<file path="src/rtl/mc_bus_master.sv">
// mc_bus_master: initiator for the asynchronous SRAM-style memory-controller bus.
// Accepts one read/write command at a time on a valid/ready interface and runs a
// SETUP -> STROBE -> HOLD bus cycle with parameterised phase lengths.
// Optional macro MC_BUS_MASTER_TURNAROUND_EN adds a 2-clock TURN state after reads
// so the responder's output drivers get extra turnaround time.
module mc_bus_master #(
    parameter int unsigned MC_DATA_WIDTH = 16,
    parameter int unsigned MC_ADD_WIDTH  = 6,
    parameter int unsigned SETUP_CYCLES  = 2,
    parameter int unsigned STROBE_CYCLES = 4,
    parameter int unsigned HOLD_CYCLES   = 2,
    parameter int unsigned CNT_WIDTH     = 4
) (
    input  logic                     clock,
    input  logic                     reset,
    input  logic                     cmd_valid,
    output logic                     cmd_ready,
    input  logic                     cmd_write,
    input  logic [MC_ADD_WIDTH-1:0]  cmd_add,
    input  logic [MC_DATA_WIDTH-1:0] cmd_data,
    output logic                     rsp_valid,
    output logic [MC_DATA_WIDTH-1:0] rsp_data,
    output logic                     busy,
    output logic                     mc_ce,
    output logic                     mc_oe,
    output logic                     mc_we,
    output logic [MC_ADD_WIDTH-1:0]  mc_add,
    output logic [MC_DATA_WIDTH-1:0] mc_dout,
    output logic                     mc_dout_oe,
    input  logic [MC_DATA_WIDTH-1:0] mc_din
);

    typedef enum logic [2:0] {
        StIdle,
        StSetup,
        StStrobe,
`ifdef MC_BUS_MASTER_TURNAROUND_EN
        StHold,
        StTurn
`else
        StHold
`endif
    } state_e;

    // Phase counters load N-1 on entry and the phase ends when they reach zero.
    localparam logic [CNT_WIDTH-1:0] SetupLoad  = CNT_WIDTH'(SETUP_CYCLES - 1);
    localparam logic [CNT_WIDTH-1:0] StrobeLoad = CNT_WIDTH'(STROBE_CYCLES - 1);
    localparam logic [CNT_WIDTH-1:0] HoldLoad   = CNT_WIDTH'(HOLD_CYCLES - 1);
`ifdef MC_BUS_MASTER_TURNAROUND_EN
    localparam logic [CNT_WIDTH-1:0] TurnLoad   = CNT_WIDTH'(1);
`endif

    state_e                   state_q, state_d;
    logic [CNT_WIDTH-1:0]     cnt_q, cnt_d;
    logic                     write_q;
    logic [MC_ADD_WIDTH-1:0]  add_q;
    logic [MC_DATA_WIDTH-1:0] dout_q;
    logic [MC_DATA_WIDTH-1:0] rsp_data_q;
    logic                     rsp_valid_q;
    logic                     accept;
    logic                     strobe_last;
    logic                     bus_active;

    assign accept      = (state_q == StIdle) && cmd_valid;
    assign strobe_last = (state_q == StStrobe) && (cnt_q == '0);

    // State and phase counter registers.
    always_ff @(posedge clock or negedge reset) begin
        if (!reset) begin
            state_q <= StIdle;
            cnt_q   <= '0;
        end else begin
            state_q <= state_d;
            cnt_q   <= cnt_d;
        end
    end

    // Next-state logic: each bus phase runs for its programmed number of clocks.
    always_comb begin
        state_d = state_q;
        cnt_d   = cnt_q;
        unique case (state_q)
            StIdle: begin
                if (cmd_valid) begin
                    state_d = StSetup;
                    cnt_d   = SetupLoad;
                end
            end
            StSetup: begin
                if (cnt_q == '0) begin
                    state_d = StStrobe;
                    cnt_d   = StrobeLoad;
                end else begin
                    cnt_d = cnt_q - 1'b1;
                end
            end
            StStrobe: begin
                if (cnt_q == '0) begin
                    state_d = StHold;
                    cnt_d   = HoldLoad;
                end else begin
                    cnt_d = cnt_q - 1'b1;
                end
            end
            StHold: begin
                if (cnt_q == '0) begin
`ifdef MC_BUS_MASTER_TURNAROUND_EN
                    if (!write_q) begin
                        state_d = StTurn;
                        cnt_d   = TurnLoad;
                    end else begin
                        state_d = StIdle;
                    end
`else
                    state_d = StIdle;
`endif
                end else begin
                    cnt_d = cnt_q - 1'b1;
                end
            end
`ifdef MC_BUS_MASTER_TURNAROUND_EN
            StTurn: begin
                if (cnt_q == '0) begin
                    state_d = StIdle;
                end else begin
                    cnt_d = cnt_q - 1'b1;
                end
            end
`endif
            default: state_d = StIdle;
        endcase
    end

    // Command capture and read-data sampling on the edge that ends the strobe.
    always_ff @(posedge clock or negedge reset) begin
        if (!reset) begin
            write_q     <= 1'b0;
            add_q       <= '0;
            dout_q      <= '0;
            rsp_data_q  <= '0;
            rsp_valid_q <= 1'b0;
        end else begin
            rsp_valid_q <= 1'b0;
            if (accept) begin
                write_q <= cmd_write;
                add_q   <= cmd_add;
                // mc_dout keeps the last write data; read commands carry none.
                if (cmd_write) begin
                    dout_q <= cmd_data;
                end
            end
            if (strobe_last && !write_q) begin
                rsp_data_q  <= mc_din;
                rsp_valid_q <= 1'b1;
            end
        end
    end

    // Bus outputs decode straight from state so an async reset releases them at once.
    always_comb begin
        bus_active = (state_q == StSetup) || (state_q == StStrobe) || (state_q == StHold);
        cmd_ready  = (state_q == StIdle);
        busy       = !cmd_ready;
        mc_ce      = !bus_active;
        mc_oe      = !((state_q == StStrobe) && !write_q);
        mc_we      = !((state_q == StStrobe) && write_q);
        mc_dout_oe = bus_active && write_q;
        mc_add     = add_q;
        mc_dout    = dout_q;
        rsp_data   = rsp_data_q;
        rsp_valid  = rsp_valid_q;
    end

endmodule

</file>
<file path="config.mk">
export PLATFORM = sky130hd
export DESIGN_NAME = mc_bus_master
export DESIGN_NICKNAME = d
export VERILOG_FILES = /design/src/rtl/mc_bus_master.sv
export SDC_FILE = /design/constraint.sdc
export NUM_CORES = 1
export LEC_CHECK = 0
export CAP_MARGIN = 20
export CORE_ASPECT_RATIO = 0.75
export CORE_MARGIN = 3
export CORE_UTILIZATION = 30
export CTS_CLUSTER_SIZE = 14
export DETAILED_ROUTE_END_ITERATION = 7
export SLEW_MARGIN = 20
export SYNTH_ARGS = -nofsm -noshare
export SYNTH_HDL_FRONTEND = slang
export SYNTH_SLANG_ARGS = --single-unit
</file>
<file path="constraint.sdc">
create_clock -name clock -period 4.35 [get_ports clock]
set_input_delay 0.435 -clock clock [delete_from_list [all_inputs] [get_ports clock]]
set_output_delay 0.435 -clock clock [all_outputs]
set_load 0.03 [all_outputs]
</file>
# After elaboration in Yosys (flattened, before gate mapping)
# Cells that the tools add are included.
[totals]
register_bits = 47
out_inout_bits = 45
[classes]
n_addsub = 1
n_eq_ne = 8
muxes = 11
reduce_logical = 19
[ops]
columns = ["cell", "n"]
rows = [
  ["4-bit two-way mux", 4],
  ["4-bit case mux with 4 select lines", 1],
  ["3-bit two-way mux", 4],
  ["3-bit case mux with 4 select lines", 1],
  ["2-bit inequality test, second input constant", 4],
  ["3-bit by 2-bit == test with 1-bit output, second input constant", 2],
  ["1-bit logical AND", 6],
  ["1-bit logical NOT", 5],
  ["4-bit logical NOT", 1],
  ["4-bit AND reduction", 1],
  ["4-bit nonzero test", 1],
  ["4-bit by 1-bit subtractor with 4-bit output, second input constant", 1],
  ["3-bit by 1-bit == test with 1-bit output, second input constant", 1],
  ["3-bit logical NOT", 1],
  ["3-bit AND reduction", 1],
  ["1-bit logical OR", 2],
  ["2-bit by 1-bit inequality test with 1-bit output, second input constant", 1],
  ["2-bit AND reduction", 1],
  ["1-bit two-way mux", 1],
]

# Logic depth before layout (Yosys ltp)
# Gate-level depths: netlist of run 1.
[logic_depth]
word_depth = 4
depth_mapped = 7

# Worst setup path before layout of run 1
# OpenSTA, ideal clock, no wires.
[synth_path]
kind = "reg-to-reg"
from = "register state_q[0]"
to = "register state_q[1]"
setup_ns = 0.127
arrival_time_ns = 1.763
slack_ns = 2.459
path_stages_with_launch = 6
cell_sequence = "dfrtp_1 inv_1 ha_1 inv_1 o22a_1 mux2_1"
[synth_via]
elab_chain_cells = 3
elab_cells_between_ends = 10
[synth_rtl]
columns = ["item", "line_no", "rtl"]
rows = [
  ["start: declaration", "53", "state_e state_q, state_d;"],
  ["start signal: assignment", "70", "state_q <= StIdle;"],
  ["start signal: assignment", "73", "state_q <= state_d;"],
  ["3-bit logical NOT *", "--", ""],
  ["named net cmd_ready", "17", "output logic cmd_ready,"],
  ["2-bit inequality test (no source line)", "--", ""],
  ["4-bit AND reduction (no source line)", "--", ""],
]
# The timed path passes the listed nets; every way through them passes the cells marked *.
# A chain may end at the register's enable or synchronous reset.

# Worst setup path after layout of run 1
[layout_path]
from = "register state_q[0]"
to = "output port mc_dout_oe"
[layout_via]
elab_chain_cells = 4
elab_cells_between_ends = 6
[layout_rtl]
columns = ["item", "line_no", "rtl"]
rows = [
  ["3-bit by 1-bit == test with 1-bit output / 3-bit by 2-bit == test with 1-bit output (equally long branches)", "161", "bus_active = (state_q == StSetup) || (state_q == StStrobe) || (state_q == StHold);"],
  ["1-bit logical OR", "161", ""],
  ["1-bit logical OR *", "161", ""],
  ["1-bit logical AND *", "167", "mc_dout_oe = bus_active && write_q;"],
  ["end: declaration", "29", "output logic mc_dout_oe,"],
]
# Mark *: on every way between the ends. The rest lies on a longest branch, timed or not.

==> results of run 1 <==
metal layers:
layer,routed length [um],global-route usage [%]
met1,2290,17.6
met2,1850,17.2
met3,581,8.27
met4,36,3.23
met5,0,0
metrics by stage:
step | power, mW | std cells | utilization, %
finish | 2.48 | 309 | 47.3
global route | 2.64 | 309 | 47.3
CTS | 2.50 | 309 | 47.3
detailed placement | 2.23 | 301 | 45.9
global placement | 2.22 | 301 | 45.9
floorplan | 1.65 | 137 | -
cell usage in the layout (no fill, tap or decap), types with 2 or more instances in the layout:
master and instances:
clkbuf_8 5, clkdlybuf4s50_1 85, dfrtp_1 46, ha_1 7, inv_1 8, mux2_1 20, mux2_2 10, mux2_4 9
nand2_1 4, nand2b_1 3, nor2_1 2, nor2b_1 2, nor3_1 2, o21ai_0 2, or4b_1 2
power by group through the flow:
stage | clock network [mW] | registers [mW] | logic (mW)
after floorplan | 0 | 1.12 | 0.521
after global placement | 0 | 0.775 | 1.45
after detailed placement | 0 | 0.771 | 1.46
after CTS | 0.271 | 0.772 | 1.46
after global routing | 0.293 | 0.802 | 1.54
final | 0.261 | 0.768 | 1.45
flip-flops by register name, indices dropped and copies added, names as in the netlist:
name / flops
mc_add: 6
write_q: 1
mc_dout: 16
rsp_valid: 1
rsp_data: 16
state_q: 2
cnt_q: 4
cell families (layout without fill, tap and decap cells):
kind of cell | after synthesis | after routing | share of synthesized area [%]
AOI/OAI and AO/OA | 12 | 12 | 4.97
muxes | 39 | 39 | 23.5
DFF | 46 | 46 | 57.1
and+or+nand+nor | 22 | 22 | 7.21
buffers and inverters | 11 | 102 | 2.86
adders and majority gates | 7 | 7 | 4.35
cell type report:
class	instances	area, um2	area share [%]
sequential	46	1150	38.0
inverter	8	30.0	0.990
clock inverter	2	13.8	0.454
tap	81	101	3.34
multi-input combinational	80	806	26.6
timing repair buffer	86	858	28.3
clock buffer	6	72.6	2.39
path summary, 6_finish.rpt:
path | slack, ns | endpoint | cells past startpoint | startpoint
worst max-delay path | 1.96 | mc_dout_oe | 4 | state_q[0]
worst min-delay path | 0.13 | mc_add[4] | 1 | reset
worst max register to register | 2.10 | rsp_data[5] | 5 | cnt_q[0]
worst min register to register | 0.50 | mc_dout[10] | 1 | mc_dout[10]
max in group asynchronous | 3.82 | mc_dout[5] | 1 | reset
min in group clock | 0.50 | mc_dout[10] | 1 | mc_dout[10]
==> metrics.md, run 1 <==
| Metric | Value |
|---|---|
| Syn_area_per_cell | 14.7 um2 |
| Most frequent cells after synthesis | dfrtp_1 (46), mux2_1 (20), mux2_2 (10) |
| Total track usage | 13.0% |
| WP data required | 3.91 ns |
| Slowest-stage cell, CP | clkdlybuf4s50_1 |
| Final hold vios | 0 |
| DIE HEIGHT | 77.0 um |
| Synth top area cells | dfrtp_1 (57%), mux2_1 (11%), mux2_4 (6.7%) |
| Area leader, netlist | dfrtp_1 |
| Pleak | 1.32 nW |
| Slew Limit Fails | 0 |
| Final WL | 4.76 mm |
| Gr ovfl total | 0 |
| Top FF cell, synth | dfrtp_1 |
| Sw Ratio | 42.4% |
| Area delta synth->final | 50.6% |
| Normalized max-slew margin | 33.7% |
| Post-synth EDFFs | 0 |
| CTS tree | done |
| Peak supply drop | 0.322 mV |
| Total die area | 0.00774 mm2 |
| Post-synthesis register bit count | 46 |
| Pin count of the biggest net entering global routing | 47 |
| Crit share post-route | 54.9% |
| Logic gate share of total power | 58.4% |
| Layout Skew | 0.00393 ns |
| YS warnings | 0 |
| Sequential fraction of the synthesis area | 57.1% |
| RSZ-0062 raised after global routing | false |
| Clock Sinks | 46 |
| Number of hold-repair buffers added at the cts stage | 0 |
| Post-CTS resize count | 0 |
| Initial antenna violation count | 0 |
| Num ports | 87 |
| Least-Margin Pin Slew | 0.994 ns |
| H-tree levels | 2 |
| Port buffer count | 86 |
| Min Hold Slack | 0.129 ns |
| Max-cap viol count | 0 |
| Initial Utilization | 31.4% |
| Number of global-route vias before repair | 1,533 |
| Final setup viols | 0 |
| Reg power frac | 31.0% |
| Netlist cell types | 32 |
| DR pass1 iterations | 3 |
| Clk pin slew, worst setup/hold paths | 0.08 ns |
| CTS root buf | clkbuf_8 |
| Fill cells | 582 |
| WL/cell | 15.4 um |
| Detailed placement HPWL | 3.49 mm |
| Cell with the most instances after synthesis | dfrtp_1 |
| PwrDens | 816 mW/mm2 |
| Core area | 0.00641 mm2 |
| CP Max Fanout | 7 |
| Critical Path AT | 1.95 ns |
| HP Class | input port to asynchronous set/reset pin |
| Avg Vias per Cell | 4.57 |
| Clock Latency Late Sink | 0.30 ns |
| Worst setup EP type | output pin |
| Place WS | 2.10 ns |
| CTS Buffer Depth | 2 |
| Layout cells sized above 1 | 13.2% |
| N_diodes | 0 |
| Startpoint Class | flip-flop |
| First-pass GRT wire length | 7.78 mm |
| Int Pwr | 1.43 mW |
| Fmax | 0.418 GHz |
| Drc violations | 0 |
| Setup TNS | 0 ns |
| Clk network pwr share | 10.5% |
| Die Wd | 101 um |
| Number of buffers created by CTS | 5 |
| Status | finished clean |
| CP Class | flip-flop to output pin |
| Async SR Flop Fraction | 100% |
| Final net count | 276 |
| ANT nets after route | 0 |
| Std cell rows | 25 |
| Area after DPL | 0.00294 mm2 |
| Max incr delay on CP | 0.68 ns |
| Final Instance Area | 0.00303 mm2 |
| CP cell instances | inv_1, ha_1, nor2b_1, clkdlybuf4s50_1 |
| Share of the synthesized area in the top cell type | 57.1% |
| Via count | 1,412 |
| Synth Net Count | 186 |
| Synth Instances | 137 |
| Synthesized area | 0.00201 mm2 |
| Gpl congestion | 0.853 |
| CP delay by family, top | buffers and inverters |
| CP bufs+invs | 2 |
| Post-CTS Setup Bufs | 0 |
| Tmin final | 2.39 ns |
| Switching power total | 1.05 mW |
| Slack of the critical path | 1.96 ns |
| DR iter-0 viols | 23 |
No activity file was read; power rests on OpenSTA's default activity.
==> inputs of run 2 (changes only) <==
==> constraint.sdc (replaced) <==
create_clock -name clock -period 2.1 [get_ports clock]
set_input_delay 0.21 -clock clock [delete_from_list [all_inputs] [get_ports clock]]
set_output_delay 0.21 -clock clock [all_outputs]
set_load 0.03 [all_outputs]
==> run 2 against run 1 <==
Compared with the run above: final cell count is 1.9% higher; routed wire length shrank 3.7%; clock skew up 0.0054 ns; cell area grew 2.9%; sequential power increased by 110%; clock power grew to 2.6 times the previous value.
==> metrics.md, run 2 (same netlist as run 1, synthesis figures left out) <==
| Metric | Value |
|---|---|
| Fmax | 0.496 GHz |
| ANT nets after route | 0 (unchanged) |
| CTS tree | done |
| H-tree levels | 2 (unchanged) |
| Std cell rows | 25 (unchanged) |
| Met2 Use GR | 15.7% (-1.5 points) |
| Fill cells | 571 (-1.9%) |
| Startpoint Class | flip-flop |
| Min Hold Slack | 0.423 ns (+0.294 ns) |
| Commonest non-fill, non-tap cell in the layout | clkdlybuf4s50_1 |
| Layout Skew | 0.00932 ns (+0.00539 ns) |
| Final WL | 4.59 mm (-3.7%) |
| Layout cells sized above 1 | 15.4% (+2.2 points) |
| Status | finished clean |
| Pleak | 1.39 nW (+5.2%) |
| Area of the multi-input gates | 806 um2 (unchanged) |
| WP data required | 2.28 ns (-1.63 ns) |
| Number of global-route vias before repair | 1,454 (-5.2%) |
| Least-Margin Pin Slew | 0.616 ns (-0.378 ns) |
| Gpl congestion | 0.806 (-5.5%) |
| Normalized max-slew margin | 58.6% (+25 points) |
| PwrDens | 1680 mW/mm2 (+110%) |
| Clock Latency Late Sink | 0.30 ns (about the same) |
| Num ports | 87 (unchanged) |
| Met1 GRT Util | 18.2% (+0.63 points) |
| Commonest non-fill, non-tap cells in the layout | clkdlybuf4s50_1 (79), dfrtp_1 (46), mux2_1 (20), mux2_2 (10), mux2_4 (9) |
| Clk pin slew, worst setup/hold paths | 0.09 ns (about the same) |
| Max-cap viol count | 0 (unchanged) |
| Pin count of the biggest net entering global routing | 26 (-45%) |
| DIE HEIGHT | 77.0 um (unchanged) |
| Area after DPL | 0.00299 mm2 (+1.7%) |
| Clock Sinks | 46 (unchanged) |
| Final net count | 282 (+2.2%) |
| Setup TNS | 0 ns (unchanged) |
| Avg Vias per Cell | 4.50 (-1.6%) |
| CP Max Fanout | 6 (-1) |
| N_diodes | 0 (unchanged) |
| Tmin final | 2.01 ns |
| Peak supply drop | 0.683 mV (+110%) |
| Die Wd | 101 um (unchanged) |
| WL/cell | 14.6 um (-5.6%) |
| Drc violations | 0 (unchanged) |
| Grt met3 use | 5.82% (-2.5 points) |
| Max incr delay on CP | 0.54 ns (-0.14 ns) |
| Final hold vios | 0 (unchanged) |
| HP Class | input port to asynchronous set/reset pin |
| Post-CTS Setup Bufs | 0 (unchanged) |
| CTS root buf | clkbuf_8 |
| Worst setup EP type | flip-flop |
| Total die area | 0.00774 mm2 (unchanged) |
| RSZ-0062 raised after global routing | false |
| Core area | 0.00641 mm2 (unchanged) |
| DR pass1 iterations | 4 (+1) |
| Via count | 1,416 (+0.28%) |
| Number of buffers created by CTS | 5 (unchanged) |
| Final setup viols | 0 (unchanged) |
| GRT busiest layer | met1 |
| Sequential Area | 0.00115 mm2 (unchanged) |
| Initial Utilization | 31.4% (unchanged) |
| First-pass GRT wire length | 7.53 mm (-3.1%) |
| Gr ovfl total | 0 (unchanged) |
| Critical Path AT | 2.19 ns (+0.24 ns) |
| CTS Buffer Depth | 2 (unchanged) |
| Area delta synth->final | 54.9% |
| Total track usage | 12.3% (-0.68 points) |
| Post-layout util | 48.7% (+1.4 points) |
| Slowest-stage cell, CP | nor3_1 |
| DR iter-0 viols | 37 (+61%) |
| Initial antenna violation count | 0 (unchanged) |
| Crit share post-route | 95.9% |
| Detailed placement HPWL | 3.45 mm (-1.2%) |
| CP Class | flip-flop to flip-flop |
| CP cell instances | inv_1, ha_1, nor3_1, o22a_1, mux2_1 |
| Port buffer count | 86 (unchanged) |
| Slew Limit Fails | 0 (unchanged) |
| Final Instance Area | 0.00312 mm2 (+2.9%) |
[run 2: cell count changes in the layout (fill, tap and decap cells not counted), sizes merged, moves of 3 or more]
| cell | change |
|---|---|
| dlygate4sd2 | +3 |
| dlymetal6s2s | +3 |
| clkdlybuf4s50 | -6 |
| buf | +5 |
[run 2: metal layers]
layer | up-vias | share of wire (%)
li1 | 675 | -
met1 | 681 | 50
met2 | 56 | 40
met3 | 4 | 10
met4 | 0 | 0.83
met5 | - | 0
[run 2: worst max-delay path, delay by kind of cell, from the launching register on]
family | cells | cell delay [ns]
adders and majority gates | 1 | 0.27
AOI/OAI and AO/OA | 1 | 0.23
muxes | 1 | 0.33
buffers and inverters | 1 | 0.10
and+or+nand+nor | 1 | 0.54
DFF | 1 | 0.42
[run 2: final timing paths]
path	from	end	slack, ns	depth (start not counted)
hold / removal	reset	mc_dout[14]	0.42	2
setup / recovery	state_q[0]	state_q[1]	0.09	5
setup reg to reg	state_q[0]	state_q[1]	0.09	5
max in group asynchronous	reset	mc_add[3]	1.15	3
min in group clock	mc_din[1]	rsp_data[1]	0.49	2
hold reg to reg	rsp_data[1]	rsp_data[1]	0.50	1
[run 2: timing repair]
action | in CTS | in global routing
endpoints found under the hold margin | 21 | 0
gates cloned | 0 | 0
setup endpoints to repair | 3 | 3
hold buffers | 1 | 0
gates resized for setup | 3 | 3
[run 2: power by group]
part | switching, mW | total [mW] | internal (mW) | leakage (nW)
registers | 0.254 | 1.58 | 1.33 | 0.550
clock network | 0.312 | 0.669 | 0.357 | 0.0585
logic | 1.60 | 3.00 | 1.40 | 0.779
[run 2: area by class of cell]
type,count,share of cell area [%]
Clock buffer,5,2.21
Multi-Input combinational cell,80,25.8
Inverter,8,0.962
Timing Repair Buffer,92,29.5
Tap cell,81,3.25
Sequential cell,46,36.9
Clock inverter,3,1.40
[run 2: per-stage QoR]
stage,worst slack [ns],std cells,power [mW]
after detailed placement,0.131,306,4.64
final,0.0857,315,5.25
after floorplan,0.209,137,3.41
after global routing,0.0449,315,5.59
after CTS,0.00521,315,5.32
after global placement,0.258,306,4.63
